## src/rtl/fetch_sequencer_if.sv

```systemverilog
// fetch_sequencer_if: fetch-stage bus bundling decoder control, ROM port and instruction register outputs
interface fetch_sequencer_if #(
  parameter int ADDR_W = 8,
  parameter int DATA_W = 8
);
  logic              stall;
  logic              jump_req;
  logic [ADDR_W-1:0] jump_addr;
  logic [ADDR_W-1:0] pm_addr;
  logic [DATA_W-1:0] pm_data;
  logic [DATA_W-1:0] ir;
  logic [ADDR_W-1:0] ir_pc;
  logic              ir_valid;
  logic [15:0]       ir_count;
  modport master (
    input  stall, jump_req, jump_addr, pm_data,
    output pm_addr, ir, ir_pc, ir_valid, ir_count
  );
  modport slave (
    output stall, jump_req, jump_addr, pm_data,
    input  pm_addr, ir, ir_pc, ir_valid, ir_count
  );
endinterface

```

## src/rtl/fetch_sequencer.sv

```systemverilog
// fetch_sequencer: two-stage instruction fetch from a synchronous ROM into the instruction register,
// with jump squash and stall freeze.
module fetch_sequencer #(
  parameter int ADDR_W   = 8,
  parameter int DATA_W   = 8,
  parameter int RESET_PC = 0
) (
  input logic               clk,
  input logic               reset_n,
  fetch_sequencer_if.master bus
);
  logic [ADDR_W-1:0] pc_next_q, pc_next_d, f1_pc_q, f1_pc_d, ir_pc_q, ir_pc_d;
  logic              f1_valid_q, f1_valid_d, ir_valid_q, ir_valid_d;
  logic [DATA_W-1:0] ir_q, ir_d;
  logic [15:0]       ir_count_q, ir_count_d;
  // While stalled the ROM re-reads f1_pc so pm_data stays aligned with it
  assign bus.pm_addr  = bus.stall ? f1_pc_q : bus.jump_req ? bus.jump_addr : pc_next_q;
  assign bus.ir       = ir_q;
  assign bus.ir_pc    = ir_pc_q;
  assign bus.ir_valid = ir_valid_q;
  assign bus.ir_count = ir_count_q;
  always_comb begin
    pc_next_d  = pc_next_q;
    f1_pc_d    = f1_pc_q;
    f1_valid_d = f1_valid_q;
    ir_d       = ir_q;
    ir_pc_d    = ir_pc_q;
    ir_valid_d = ir_valid_q;
    ir_count_d = ir_count_q;
    if (!bus.stall && bus.jump_req) begin
      pc_next_d  = bus.jump_addr + 1'b1;
      f1_pc_d    = bus.jump_addr;
      f1_valid_d = 1'b1;
      ir_valid_d = 1'b0;
    end else if (!bus.stall) begin
      pc_next_d  = pc_next_q + 1'b1;
      f1_pc_d    = pc_next_q;
      f1_valid_d = 1'b1;
      ir_d       = bus.pm_data;
      ir_pc_d    = f1_pc_q;
      ir_valid_d = f1_valid_q;
      ir_count_d = ir_count_q + 16'(f1_valid_q);
    end
  end
  always_ff @(posedge clk or negedge reset_n) begin
    if (!reset_n) begin
      pc_next_q  <= ADDR_W'(RESET_PC);
      f1_pc_q    <= ADDR_W'(RESET_PC);
      f1_valid_q <= 1'b0;
      ir_q       <= '0;
      ir_pc_q    <= '0;
      ir_valid_q <= 1'b0;
      ir_count_q <= '0;
    end else begin
      pc_next_q  <= pc_next_d;
      f1_pc_q    <= f1_pc_d;
      f1_valid_q <= f1_valid_d;
      ir_q       <= ir_d;
      ir_pc_q    <= ir_pc_d;
      ir_valid_q <= ir_valid_d;
      ir_count_q <= ir_count_d;
    end
  end
endmodule
```

## src/flat_wrapper.sv

```systemverilog
// flat-port wrapper written by rule: the top's interface ports become plain ports
module fetch_sequencer_flat 
#(
  parameter int ADDR_W   = 8,
  parameter int DATA_W   = 8,
  parameter int RESET_PC = 0
)
  (clk, reset_n, bus_stall, bus_jump_req, bus_jump_addr, bus_pm_data, bus_pm_addr, bus_ir, bus_ir_pc, bus_ir_valid, bus_ir_count);
  fetch_sequencer_if #(.ADDR_W(ADDR_W), .DATA_W(DATA_W)) bus_i ();
  input logic clk;
  input logic reset_n;
  input wire logic [$bits(bus_i.stall)-1:0] bus_stall;
  input wire logic [$bits(bus_i.jump_req)-1:0] bus_jump_req;
  input wire logic [$bits(bus_i.jump_addr)-1:0] bus_jump_addr;
  input wire logic [$bits(bus_i.pm_data)-1:0] bus_pm_data;
  output wire logic [$bits(bus_i.pm_addr)-1:0] bus_pm_addr;
  output wire logic [$bits(bus_i.ir)-1:0] bus_ir;
  output wire logic [$bits(bus_i.ir_pc)-1:0] bus_ir_pc;
  output wire logic [$bits(bus_i.ir_valid)-1:0] bus_ir_valid;
  output wire logic [$bits(bus_i.ir_count)-1:0] bus_ir_count;
  assign bus_i.stall = bus_stall;
  assign bus_i.jump_req = bus_jump_req;
  assign bus_i.jump_addr = bus_jump_addr;
  assign bus_i.pm_data = bus_pm_data;
  assign bus_pm_addr = bus_i.pm_addr;
  assign bus_ir = bus_i.ir;
  assign bus_ir_pc = bus_i.ir_pc;
  assign bus_ir_valid = bus_i.ir_valid;
  assign bus_ir_count = bus_i.ir_count;
  fetch_sequencer #(.ADDR_W(ADDR_W), .DATA_W(DATA_W), .RESET_PC(RESET_PC)) u_core (.clk(clk), .reset_n(reset_n), .bus(bus_i));
endmodule
```

## config.mk

```make
export PLATFORM = sky130hd
export DESIGN_NAME = fetch_sequencer_flat
export DESIGN_NICKNAME = d
export VERILOG_FILES = /design/src/rtl/fetch_sequencer_if.sv /design/src/rtl/fetch_sequencer.sv /design/src/flat_wrapper.sv
export SDC_FILE = /design/constraint.sdc
export NUM_CORES = 1
export LEC_CHECK = 0
export CORE_MARGIN = 1.5
export CORE_UTILIZATION = 51
export CTS_BUF_LIST = sky130_fd_sc_hd__clkbuf_8
export DETAILED_ROUTE_END_ITERATION = 12
export GPL_TIMING_DRIVEN = 0
export PLACE_DENSITY_LB_ADDON = 0.08
export SKIP_LAST_GASP = 1
export SYNTH_ARGS = -nofsm -noshare
export SYNTH_HDL_FRONTEND = slang
export SYNTH_SLANG_ARGS = --single-unit
```

## constraint.sdc

```tcl
create_clock -name clk -period 2.6 [get_ports clk]
set_input_delay 0.65 -clock clk [delete_from_list [all_inputs] [get_ports clk]]
set_output_delay 0.65 -clock clk [all_outputs]
set_load 0.03 [all_outputs]
```

# ---- Yosys cells after proc, flatten, opt, wreduce, memory -nomap -nowiden
# Cells that the tools add are included.
dict set report word_totals {
  output_inout_bits 41
  regBits 50
  wordCells 26
}
dict set report op_classes {
  n_reduce_logical 3
  n_mux 10
  add_sub_neg 3
  n_eq_ne 1
  bitwise_logic 2
}
# op n
set ops {}
lappend ops {{$mux W8} 6}
lappend ops {{$add A16 B1 Y16} 1}
lappend ops {{$add A8 B1 Y8 const B} 2}
lappend ops {{$mux W1} 4}
lappend ops {{$ne A2 B1 Y1 const B} 1}
lappend ops {{$not A1 Y1} 2}
lappend ops {{$reduce_and A2 Y1} 1}
lappend ops {{$logic_and A1 B1 Y1} 1}
lappend ops {{$logic_not A1 Y1} 1}

# ---- Logic depth before layout (Yosys ltp)
# Gate-level depths: netlist of the first run.
dict set report logic_depth {
  ltp_word 4
  depth_mapped 8
  ltp_nobuf 6
}

# ---- Least setup slack after synthesis of the first run
# OpenSTA, ideal clock, no wires.
dict set report synth_path {
  path_type {input-to-output}
  startpoint {input port bus_jump_req}
  endpoint {output port bus_pm_addr[1]}
  t_required_ns 1.950
  t_arrival_ns 1.943
  stages 4
  slack_ns 0.007
  path_buffers 2
  cell_sequence {clkbuf_1 > buf_2 > mux2i_1 > o21ai_0}
}
dict set report synth_via {
  elab_chain_len 2
}
# element line
set synth_rtl {}
lappend synth_rtl {{start, declared} flat_wrapper.sv:13} ;# input wire logic [$bits(bus_i.jump_req)-1:0] bus_jump_req;
lappend synth_rtl {{$mux W8 (2 in series)} fetch_sequencer.sv:17} ;# assign bus.pm_addr = bus.stall ? f1_pc_q : bus.jump_req ? bus.jump_addr : pc_next_q;
lappend synth_rtl {{end, declared} flat_wrapper.sv:16} ;# output wire logic [$bits(bus_i.pm_addr)-1:0] bus_pm_addr;
# Every way passes these cells.

# ---- Worst setup path in the final report of the first run
# Ends and elaborated chain as after synthesis.

==> results of run 1 <==
[power breakdown]
group / internal (uW) / leakage (uW) / switching [uW]
Sequential: 920 / 0.000620 / 128
Combinational: 386 / 0.000708 / 471
Clock: 289 / 0.0000585 / 265
[flip-flops by register name, summed over array words and instances, names as in the netlist]
signal	count
u_core.bus.ir	8
u_core.bus.ir_count	16
u_core.bus.ir_pc	8
u_core.bus.ir_valid	1
u_core.f1_pc_q	8
u_core.f1_valid_q	1
u_core.pc_next_q	8
[placed cells by master, fill, tap and decap left out, drive strengths merged, types with 6 or more instances in the layout]
| cell | n |
|---|---|
| clkbuf | 13 |
| nor2 | 6 |
| xnor2 | 12 |
| o21ai | 19 |
| dfrtp | 50 |
| nand3 | 7 |
| clkdlybuf4s50 | 49 |
| xor2 | 6 |
| a21oi | 8 |
| buf | 12 |
| mux2 | 23 |
| nand2 | 24 |
| mux2i | 11 |
[what timing repair did]
item	CTS	global route
resized for setup	66	3
gates cloned	0	0
setup endpoints to repair	9	4
[worst register-to-register path: stages (launching register included)]
cell	delay (ps)
dfrtp_1	430
mux2_2	320
ha_1	190
clkbuf_1	180
and4b_1	210
a311oi_1	280
o21ai_1	90
[kinds of logic after synthesis]
| logic type | Yosys count | synth area share [%] |
|---|---|---|
| muxes | 34 | 16.0 |
| DFF | 50 | 51.9 |
| AOI/OAI and AO/OA | 38 | 9.24 |
| xor gates and xnor gates | 18 | 6.54 |
| adders and majority gates | 3 | 1.56 |
| and+or+nand+nor | 58 | 12.4 |
| buffers and inverters | 13 | 2.39 |
[path summary, 6_finish.rpt]
path | startpoint | endpoint | slack [ps] | cells past startpoint
min in group clk | u_core.bus.ir_count[15]$_DFFE_PN0P_ | u_core.bus.ir_count[15]$_DFFE_PN0P_ | 480 | 1
min reg2reg | u_core.bus.ir_count[15]$_DFFE_PN0P_ | u_core.bus.ir_count[15]$_DFFE_PN0P_ | 480 | 1
max in group asynchronous | reset_n | u_core.bus.ir_pc[0]$_DFFE_PN0P_ | 1740 | 2
max | bus_jump_req | bus_pm_addr[1] | 30 | 6
min | reset_n | u_core.bus.ir_count[6]$_DFFE_PN0P_ | 310 | 1
max reg2reg | u_core.pc_next_q[1]$_DFFE_PN0P_ | u_core.pc_next_q[4]$_DFFE_PN0P_ | 800 | 6
[routing by layer]
layer  global-route usage, %  part of all wire [%]  up-vias
li1                        -                     -      891
met1                    29.2                    45      902
met2                    36.9                    48       58
met3                    4.92                   6.9        6
met4                    4.82                  0.83        0
met5                       0                     0        -
[final cells by class]
type,instances,area share [%]
Sequential cell,50,39.0
Inverter,3,0.351
Buffer,10,2.30
Timing Repair Buffer,61,18.2
Multi-Input combinational cell,151,34.7
Tap cell,52,2.03
Clock buffer,5,2.14
Clock inverter,3,1.36
[per-stage QoR]
| step | setup TNS, ps | util (%) | setup WS (ps) | power (uW) |
|---|---|---|---|---|
| 3_3_place_gp | -37640 | 69.2 | -1090 | 1900 |
| 3_5_place_dp | -9050 | 69.6 | -1070 | 1930 |
| 5_1_grt | 0 | 72.3 | 0.403 | 2580 |
| 6_report | 0 | 72.3 | 33.6 | 2460 |
| 2_1_floorplan | 0 | - | 7.13 | 1550 |
| 4_1_cts | 0 | 72.1 | 14.0 | 2470 |
==> results.py, run 1 <==
metrics = {
    "cts": {
        "cts_tree": "yes",
        "cts.path.max_buffers": 2,
        "clk_latency_ps": 310,
        "clk_pin_slew_ps": 90,
        "cts_hold_buf": 0,
        "post-cts-setup-buffer-count": 0,
        "h-tree-depth": 2,
        "cts_made_buffers": 5,
        "clkSinkCount": 50,
        "root_buffer": "clkbuf_8",
    },
    "placed_design": {
        "post_dp_cell_area_sq_um": 3090,
        "place_congestion": 0.849,
        "portBuffers": 60,
        "dpl.hpwl_mm": 3.82,
        "dp.cells": 327,
    },
    "floorplan": {
        "core_sq_um": 4440,
        "initial_core_util_pct": 54.3,
        "num_rows": 24,
        "die-area_sq_um": 5150,
        "die_w_um": 71.8,
        "io_pins": 61,
        "fp.dieH_um": 71.8,
    },
    "finish": {
        "syn_to_final_growth_pct": 33.2,
        "drive_above_1_share_pct": 19.4,
        "n_antenna_cell": 0,
        "n_fill_cell": 337,
        "fin_nets": 305,
        "multiInputGateArea_sq_um": 1110,
        "final_area_sq_um": 3210,
        "fin_cells": 335,
        "regArea_sq_um": 1250,
    },
    "global_routing": {
        "grt_first_pass_wirelength_mm": 8.81,
        "antenna_found_initial": 0,
        "track_usage_pct": 21.9,
        "globalRouteOverflowTotal": 0,
        "grt_max_degree": 28,
        "grt_pass1_vias": 1859,
    },
    "critical_path": {
        "max_stage_delay_ps": 260,
        "critPathTopFamily": "buffers and inverters",
        "worstPathArrival_ps": 1920,
        "path_buf_inv": 4,
        "critPathMaxFanout": 10,
        "path_class": "in2out",
        "cpMaxStageDelayCell": "mux2i_2",
        "end_kind": "output pin",
        "required_ps": 1950,
        "worstPathCellList": "clkdlybuf4s15_2 > clkbuf_4 > buf_6 > mux2i_2 > o21ai_0 > buf_4",
        "worstSetupStartpointType": "primary input",
    },
    "yosys": {
        "netlist_area_sq_um": 2410,
        "postSynthAreaPerCell_sq_um": 11.3,
        "async_flop_share_pct": 100,
        "synth_enable_flop_cells": 0,
        "synth.most_common_cell": "dfrtp_1",
        "ys_seq_elements": 50,
        "synth.largest_area_cell": "dfrtp_1",
        "yosysSeqAreaShare_pct": 51.9,
        "synth-main-ff-cell": "dfrtp_1",
        "syn_nets": 237,
        "synth_cell_types": 39,
        "syn_inst": 214,
        "yosysWarnings": 0,
        "synth_top_area_share_pct": 51.9,
        "synth.area.top_cells": "dfrtp_1, mux2_2, xnor2_1, mux2i_1, o21ai_0",
        "yosys-top-cells-count": "dfrtp_1, nand2_1, mux2_2",
    },
    "min_path": {
        "min_path_type": "in2async",
    },
    "timing": {
        "max_slew.worst_pin.slew_ps": 548,
        "fin_crit_ps": 2570,
        "slew_violations": 0,
        "holdWs_ps": 315,
        "setup_viol": 0,
        "slew_headroom_pct": 63.4,
        "hold_viol_final": 0,
        "grt_setup_unrepaired": "false",
        "final.period_utilization_pct": 98.7,
        "fin_worst_skew_ps": 11.0,
        "fmax_ghz": 0.390,
    },
    "route": {
        "drt-total-wl_mm": 5.21,
        "num_vias": 1857,
        "dr.pass1.iters": 10,
        "ant_nets": 0,
        "routedWlPerCell_um": 15.6,
        "avgViaCountPerCell": 5.54,
        "drt_iter0_drc": 71,
        "drc": 6,
    },
    "run_status": {
        "outcome": "complete, but fails checks",
        "violations": "DRC",
    },
    "power": {
        "power_density_nw_per_um2": 766,
        "power.leakage_uw": 0.00139,
        "ir_drop_v": 0.000493,
    },
    "run": {
        "max-cap-violations": 0,
    },
}
Note: power is estimated with default switching activity, not from simulation.
==> inputs of run 2 (changes only) <==
--- a/config.mk
+++ b/config.mk
@@ -5,6 +5,7 @@
 export SDC_FILE = /design/constraint.sdc
 export NUM_CORES = 1
 export LEC_CHECK = 0
+export CAP_MARGIN = 10
 export CORE_MARGIN = 1.5
 export CORE_UTILIZATION = 51
 export CTS_BUF_LIST = sky130_fd_sc_hd__clkbuf_8
==> results of run 2 <==
Final layout, timing and power as in run 1 (identical DEF).
